$ cat config.mk
export PLATFORM = sky130hd
export DESIGN_NAME = cam_dvp_tx
export DESIGN_NICKNAME = d
export VERILOG_FILES = /design/src/rtl/cam_dvp_tx.sv
export SDC_FILE = /design/constraint.sdc
export NUM_CORES = 1
export LEC_CHECK = 0
export ABC_AREA = 1
export BUFFER_PORTS_ARGS = -buffer_cell sky130_fd_sc_hd__buf_4
export CAP_MARGIN = 15
export CORE_ASPECT_RATIO = 1.2
export CORE_MARGIN = 1.5
export CORE_UTILIZATION = 30
export CTS_BUF_LIST = sky130_fd_sc_hd__clkbuf_4
export CTS_CLUSTER_DIAMETER = 150
export DETAILED_ROUTE_END_ITERATION = 10
export GPL_TIMING_DRIVEN = 0
export SLEW_MARGIN = 10
export SYNTH_ARGS = -nofsm -noshare
export SYNTH_HDL_FRONTEND = slang
export SYNTH_SLANG_ARGS = --single-unit
$ cat constraint.sdc
create_clock -name clk -period 3 [get_ports clk]
set_input_delay 0.45 -clock clk [delete_from_list [all_inputs] [get_ports clk]]
set_output_delay 0.45 -clock clk [all_outputs]
set_load 0.01 [all_outputs]
$ cat src/rtl/cam_dvp_tx.sv
// cam_dvp_tx -- DVP-style camera transmitter generating test-pattern frames.
//
// Ports:
//   clk          single clock for all logic
//   reset_n      asynchronous active-low reset
//   enable       request continuous frame generation
//   pattern      test-pattern select (latched at each frame start)
//   solid_color  RGB565 value for pattern 0
//   cam_pclk     pixel clock (clk/2); a "tick" is the clk edge where it falls
//   cam_vsync    frame sync, active high
//   cam_href     line valid, active high
//   cam_data     byte lane (RGB565 high byte first, then low byte)
//   busy         high whenever the FSM is not in IDLE
//   frame_count  completed-frame counter
//
// Optional feature: define CAM_DVP_TX_FRAMECNT_EN to build the frame counter;
// otherwise frame_count is tied to zero.
module cam_dvp_tx #(
  parameter int H_ACTIVE = 640,
  parameter int V_ACTIVE = 480,
  parameter int H_BLANK  = 144,
  parameter int V_SYNC   = 3,
  parameter int V_BACK   = 17,
  parameter int V_FRONT  = 10
) (
  input  logic        clk,
  input  logic        reset_n,
  input  logic        enable,
  input  logic [1:0]  pattern,
  input  logic [15:0] solid_color,
  output logic        cam_pclk,
  output logic        cam_vsync,
  output logic        cam_href,
  output logic [7:0]  cam_data,
  output logic        busy,
  output logic [15:0] frame_count
);

  localparam logic [15:0] LINE_LAST = 16'(2 * H_ACTIVE + H_BLANK - 1);
  localparam logic [15:0] HREF_END  = 16'(2 * H_ACTIVE);
  localparam logic [15:0] VS_LAST   = 16'(V_SYNC - 1);
  localparam logic [15:0] VB_LAST   = 16'(V_BACK - 1);
  localparam logic [15:0] VA_LAST   = 16'(V_ACTIVE - 1);
  localparam logic [15:0] VF_LAST   = 16'(V_FRONT - 1);

  typedef enum logic [2:0] {
    S_IDLE,
    S_VSYNC,
    S_VBACK,
    S_ACTIVE,
    S_VFRONT
  } state_t;

  state_t      r_state, w_nstate;
  logic        r_pclk;
  logic [15:0] r_h, r_v;        // tick within line, line within phase
  logic [15:0] w_nh, w_nv;
  logic [15:0] w_vlast;
  logic [15:0] r_pix;           // pattern-3 pixel index
  logic [15:0] w_pix;
  logic [1:0]  r_pat;
  logic [7:0]  r_lo;            // low byte held from the high-byte tick
  logic        r_vsync, r_href;
  logic [7:0]  r_data;
  logic        w_tick, w_start, w_href;

  // pclk was high, so this edge drives it low: a tick.
  assign w_tick = r_pclk;

  always_comb begin
    case (r_state)
      S_VSYNC:  w_vlast = VS_LAST;
      S_VBACK:  w_vlast = VB_LAST;
      S_ACTIVE: w_vlast = VA_LAST;
      default:  w_vlast = VF_LAST;
    endcase
  end

  // Next position (state, tick-in-line, line-in-phase) after this tick.
  always_comb begin
    w_nstate = r_state;
    w_nh     = r_h;
    w_nv     = r_v;
    w_start  = 1'b0;
    if (r_state == S_IDLE) begin
      if (enable) begin
        w_nstate = S_VSYNC;
        w_nh     = '0;
        w_nv     = '0;
        w_start  = 1'b1;
      end
    end else if (r_h != LINE_LAST) begin
      w_nh = r_h + 16'd1;
    end else begin
      w_nh = '0;
      if (r_v != w_vlast) begin
        w_nv = r_v + 16'd1;
      end else begin
        w_nv = '0;
        case (r_state)
          S_VSYNC:  w_nstate = S_VBACK;
          S_VBACK:  w_nstate = S_ACTIVE;
          S_ACTIVE: w_nstate = S_VFRONT;
          default: begin
            if (enable) begin
              w_nstate = S_VSYNC;
              w_start  = 1'b1;
            end else begin
              w_nstate = S_IDLE;
            end
          end
        endcase
      end
    end
  end

  // Pixel at column x = w_nh/2, line y = w_nv (only used while href).
  always_comb begin
    case (r_pat)
      2'd0:    w_pix = solid_color;
      2'd1:    w_pix = {w_nh[5:1], w_nh[6:1], w_nh[5:1]};
      2'd2:    w_pix = (w_nh[5] ^ w_nv[4]) ? 16'hFFFF : 16'h0000;
      default: w_pix = r_pix;
    endcase
  end

  assign w_href = (w_nstate == S_ACTIVE) && (w_nh < HREF_END);

  always_ff @(posedge clk or negedge reset_n) begin
    if (!reset_n) r_pclk <= 1'b0;
    else          r_pclk <= ~r_pclk;
  end

  always_ff @(posedge clk or negedge reset_n) begin
    if (!reset_n)    r_state <= S_IDLE;
    else if (w_tick) r_state <= w_nstate;
  end

  // Outputs are registered from the next position so they only move on ticks.
  always_ff @(posedge clk or negedge reset_n) begin
    if (!reset_n) begin
      r_h     <= '0;
      r_v     <= '0;
      r_pix   <= '0;
      r_pat   <= '0;
      r_lo    <= '0;
      r_vsync <= 1'b0;
      r_href  <= 1'b0;
      r_data  <= '0;
    end else if (w_tick) begin
      r_h     <= w_nh;
      r_v     <= w_nv;
      r_vsync <= (w_nstate == S_VSYNC);
      r_href  <= w_href;
      if (w_start) begin
        r_pat <= pattern;
        r_pix <= '0;
      end
      if (!w_href) begin
        r_data <= '0;
      end else if (!w_nh[0]) begin
        r_data <= w_pix[15:8];
        r_lo   <= w_pix[7:0];
        r_pix  <= r_pix + 16'd1;
      end else begin
        r_data <= r_lo;
      end
    end
  end

`ifdef CAM_DVP_TX_FRAMECNT_EN
  logic [15:0] r_fcnt;
  logic        w_fdone;

  assign w_fdone = (r_state == S_VFRONT) && (r_h == LINE_LAST) && (r_v == VF_LAST);

  always_ff @(posedge clk or negedge reset_n) begin
    if (!reset_n)               r_fcnt <= '0;
    else if (w_tick && w_fdone) r_fcnt <= r_fcnt + 16'd1;
  end

  assign frame_count = r_fcnt;
`else
  assign frame_count = '0;
`endif

  assign cam_pclk  = r_pclk;
  assign cam_vsync = r_vsync;
  assign cam_href  = r_href;
  assign cam_data  = r_data;
  assign busy      = (r_state != S_IDLE);

endmodule

==> results.ini <==
[critical_path]
cpMaxStageDelayCell = dfrtp_1
crit_top_cell = nor2_1
start_kind = flop
crit_chain = ha_1, nand2_2, nor2_8, inv_2, nor2_1, nand2_1, nand2_2, nor2_1, a21oi_2, inv_1, nor2_1, nand3_4, buf_2, nand3_1, o21ai_1
cp.required_ns = 3.35
worstSetupPathType = flop to flop
cpPeakStageDelay_ns = 0.48
end_kind = flop
path_max_fanout = 10
cp.arrival_ns = 3.07

[die]
start_util = 0.307
coreArea_um2 = 15000
pin_count = 49
die_x_um = 116
die_y_um = 139
fp-row-count = 49
design.die.area_um2 = 16100

[placement]
port_buffers = 32
placed_area_um2 = 5160
gp_congestion = 0.871
dp_hpwl_um = 9150
dp.cells = 907

[synth]
synth_edf_count = 0
ys_warn_count = 0
async_flop_share = 1.00
synth_top_area_frac = 0.391
synth_flop_cell = dfrtp_1
yosys-top-cells-area = dfrtp_1 39%, nand2_1 16%, nand3_1 8.7%, inv_1 4.9%, nor2_1 4.8%
synth_seq_cells = 72
synth_cell_types = 43
syn_avg_cell_area_um2 = 7.02
yosysMostFrequentCell = nand2_1
synth_top_area_cell = dfrtp_1
yosysSeqAreaShare = 0.391
yosys-top-cells-count = 191 x nand2_1, 80 x nand3_1, 72 x dfrtp_1, 60 x inv_1, 59 x nor2_1
syn_inst = 656
syn-cell-area_um2 = 4610

[cells_and_area]
antennaDiodeCount = 0
finish.instance_area_um2 = 5320
stdcell_count = 923
drive_gt1_frac = 0.135
syn_to_final_growth_pct = 15.4
final_nets = 738
fill_cells = 1658

[clocking]
cts_tree = built
path_clk_slew_ns = 0.13
cts_inserted_buffers = 9
insertion_delay_ns = 0.46
cts_hold_buffers = 0
htree_levels = 3
cts_setup_buffers = 0
clock-root-buffer = clkbuf_4
clockBufferDepth = 2
cts.sink_count = 72
cts.repair.resized = 0

[timing]
tns_ns = 0
fmax_mhz = 367
worstMarginPinSlew_ns = 0.937
slew_violations = 0
setup_viol = 0
finalCritPeriodShare = 0.908
relSlewSlack = 0.376
finalCriticalPeriod_ns = 2.72
skew_ns = 0.0146
worst_hold_slack_ns = 0.118
hold_viol_final = 0
rsz0062_at_grt = false

[pwr]
ir_worst_vdd_v = 0.000176
powerDensity_nw_per_um2 = 330
total_power_mw = 1.76
leakage_nw = 2.62

[detailed_routing]
wl_per_cell_um = 13.3
ant_nets = 0
vias = 4323
drt_iter0_markers = 294
drc = 0
via_per_inst = 4.68
first_pass_iters = 5
drt_wl_total_um = 12300

[global_route]
antenna_found_initial = 0
grt_pass1_wl_um = 20200
overflow = 0
grt_max_degree = 73
grt_usage = 0.160
grt_pass1_vias = 4118

[worst_hold_path]
hold_class = input port to asynchronous set/reset pin

[flow_run]
maxCapViolCount = 0

[run_status]
status = complete, no violations

## stage by stage
stage	util	setup slack, ns
2_1_floorplan	-	0.832
3_3_place_gp	0.343	0.314
3_5_place_dp	0.343	0.289
4_1_cts	0.354	0.269
5_1_grt	0.354	0.0349
6_report	0.354	0.276
## cell families after synthesis
kind of cell | share of synthesized area
AND/OR/NAND/NOR | 0.365
AO/OA/AOI/OAI | 0.101
adder cells (fa/ha/maj) | 0.00815
other | 0.000814
buffers and inverters | 0.102
flip-flops | 0.391
XOR/XNOR | 0.0323
## layer usage
layer / share of wire / wire length, um / vias up / GRT usage
li1: - / - / 2225 / -
met1: 0.44 / 5430 / 1978 / 0.202
met2: 0.50 / 6160 / 107 / 0.267
met3: 0.042 / 515 / 13 / 0.0297
met4: 0.015 / 181 / 0 / 0.0655
met5: 0 / 0 / - / 0
## registers in the layout, indices dropped and copies added (netlist names)
signal	cells
cam_pclk	1
cam_href	1
cam_vsync	1
r_lo	8
cam_data	8
r_v	16
r_pat	2
r_h	16
r_state	3
r_pix	16
## placed cells by master, fill, tap and decap left out, types with 2 or more instances in the layout
cell type	n
a211oi_1	2
a21oi_1	20
buf_1	3
buf_2	3
buf_4	50
bufinv_16	2
clkbuf_1	9
clkbuf_4	10
clkinv_1	3
conb_1	16
dfrtp_1	72
ha_1	3
inv_1	60
inv_2	9
nand2_1	191
nand2_2	5
nand3_1	80
nand4_1	10
nor2_1	59
nor2_2	5
nor2_4	3
nor3_1	7
nor3b_1	4
nor4_1	6
o21ai_0	22
o21ai_1	13
o22ai_1	15
o41ai_1	2
or2_2	2
xnor2_1	3
xor2_1	14
## report_power, final
part / internal [mW] / switching, mW
combinational: 0.0297 / 0.0360
clock: 0.343 / 0.377
sequential: 0.970 / 0
## final timing paths
check                               startpoint              endpoint  slack [ns]  depth (start not counted)
max                         r_h[0]$_DFFE_PN0P_  r_pix[0]$_DFFE_PN0P_        0.28                         15
min                                    reset_n   r_v[10]$_DFFE_PN0P_        0.12                          1
max reg2reg                 r_h[0]$_DFFE_PN0P_  r_pix[0]$_DFFE_PN0P_        0.28                         15
min reg2reg                r_lo[0]$_DFFE_PN0P_   r_lo[0]$_DFFE_PN0P_        0.49                          2
max in group asynchronous              reset_n    r_h[0]$_DFFE_PN0P_        2.27                          1
min in group clk                    pattern[1]  r_pat[1]$_DFFE_PN0P_        0.24                          3
## final cells by class
| cell class | count | area, um^2 | share of cell area |
|---|---|---|---|
| Timing Repair Buffer | 32 | 240 | 0.0452 |
| Tap cell | 204 | 255 | 0.0480 |
| Sequential cell | 72 | 1800 | 0.339 |
| Inverter | 70 | 263 | 0.0494 |
| Multi-Input combinational cell | 495 | 2390 | 0.450 |
| Clock buffer | 10 | 75.1 | 0.0141 |
| Buffer | 34 | 206 | 0.0388 |
| Clock inverter | 6 | 83.8 | 0.0158 |
## worst max-delay path, delay by kind of cell, from the launching register on
kind | cells | cell delay (ns)
AOI/OAI and AO/OA | 2 | 0.23
and+or+nand+nor | 9 | 1.22
buffers and inverters | 3 | 0.45
adders and majority gates | 1 | 0.22
DFF | 1 | 0.48
No activity file was read; power rests on OpenSTA's default activity.
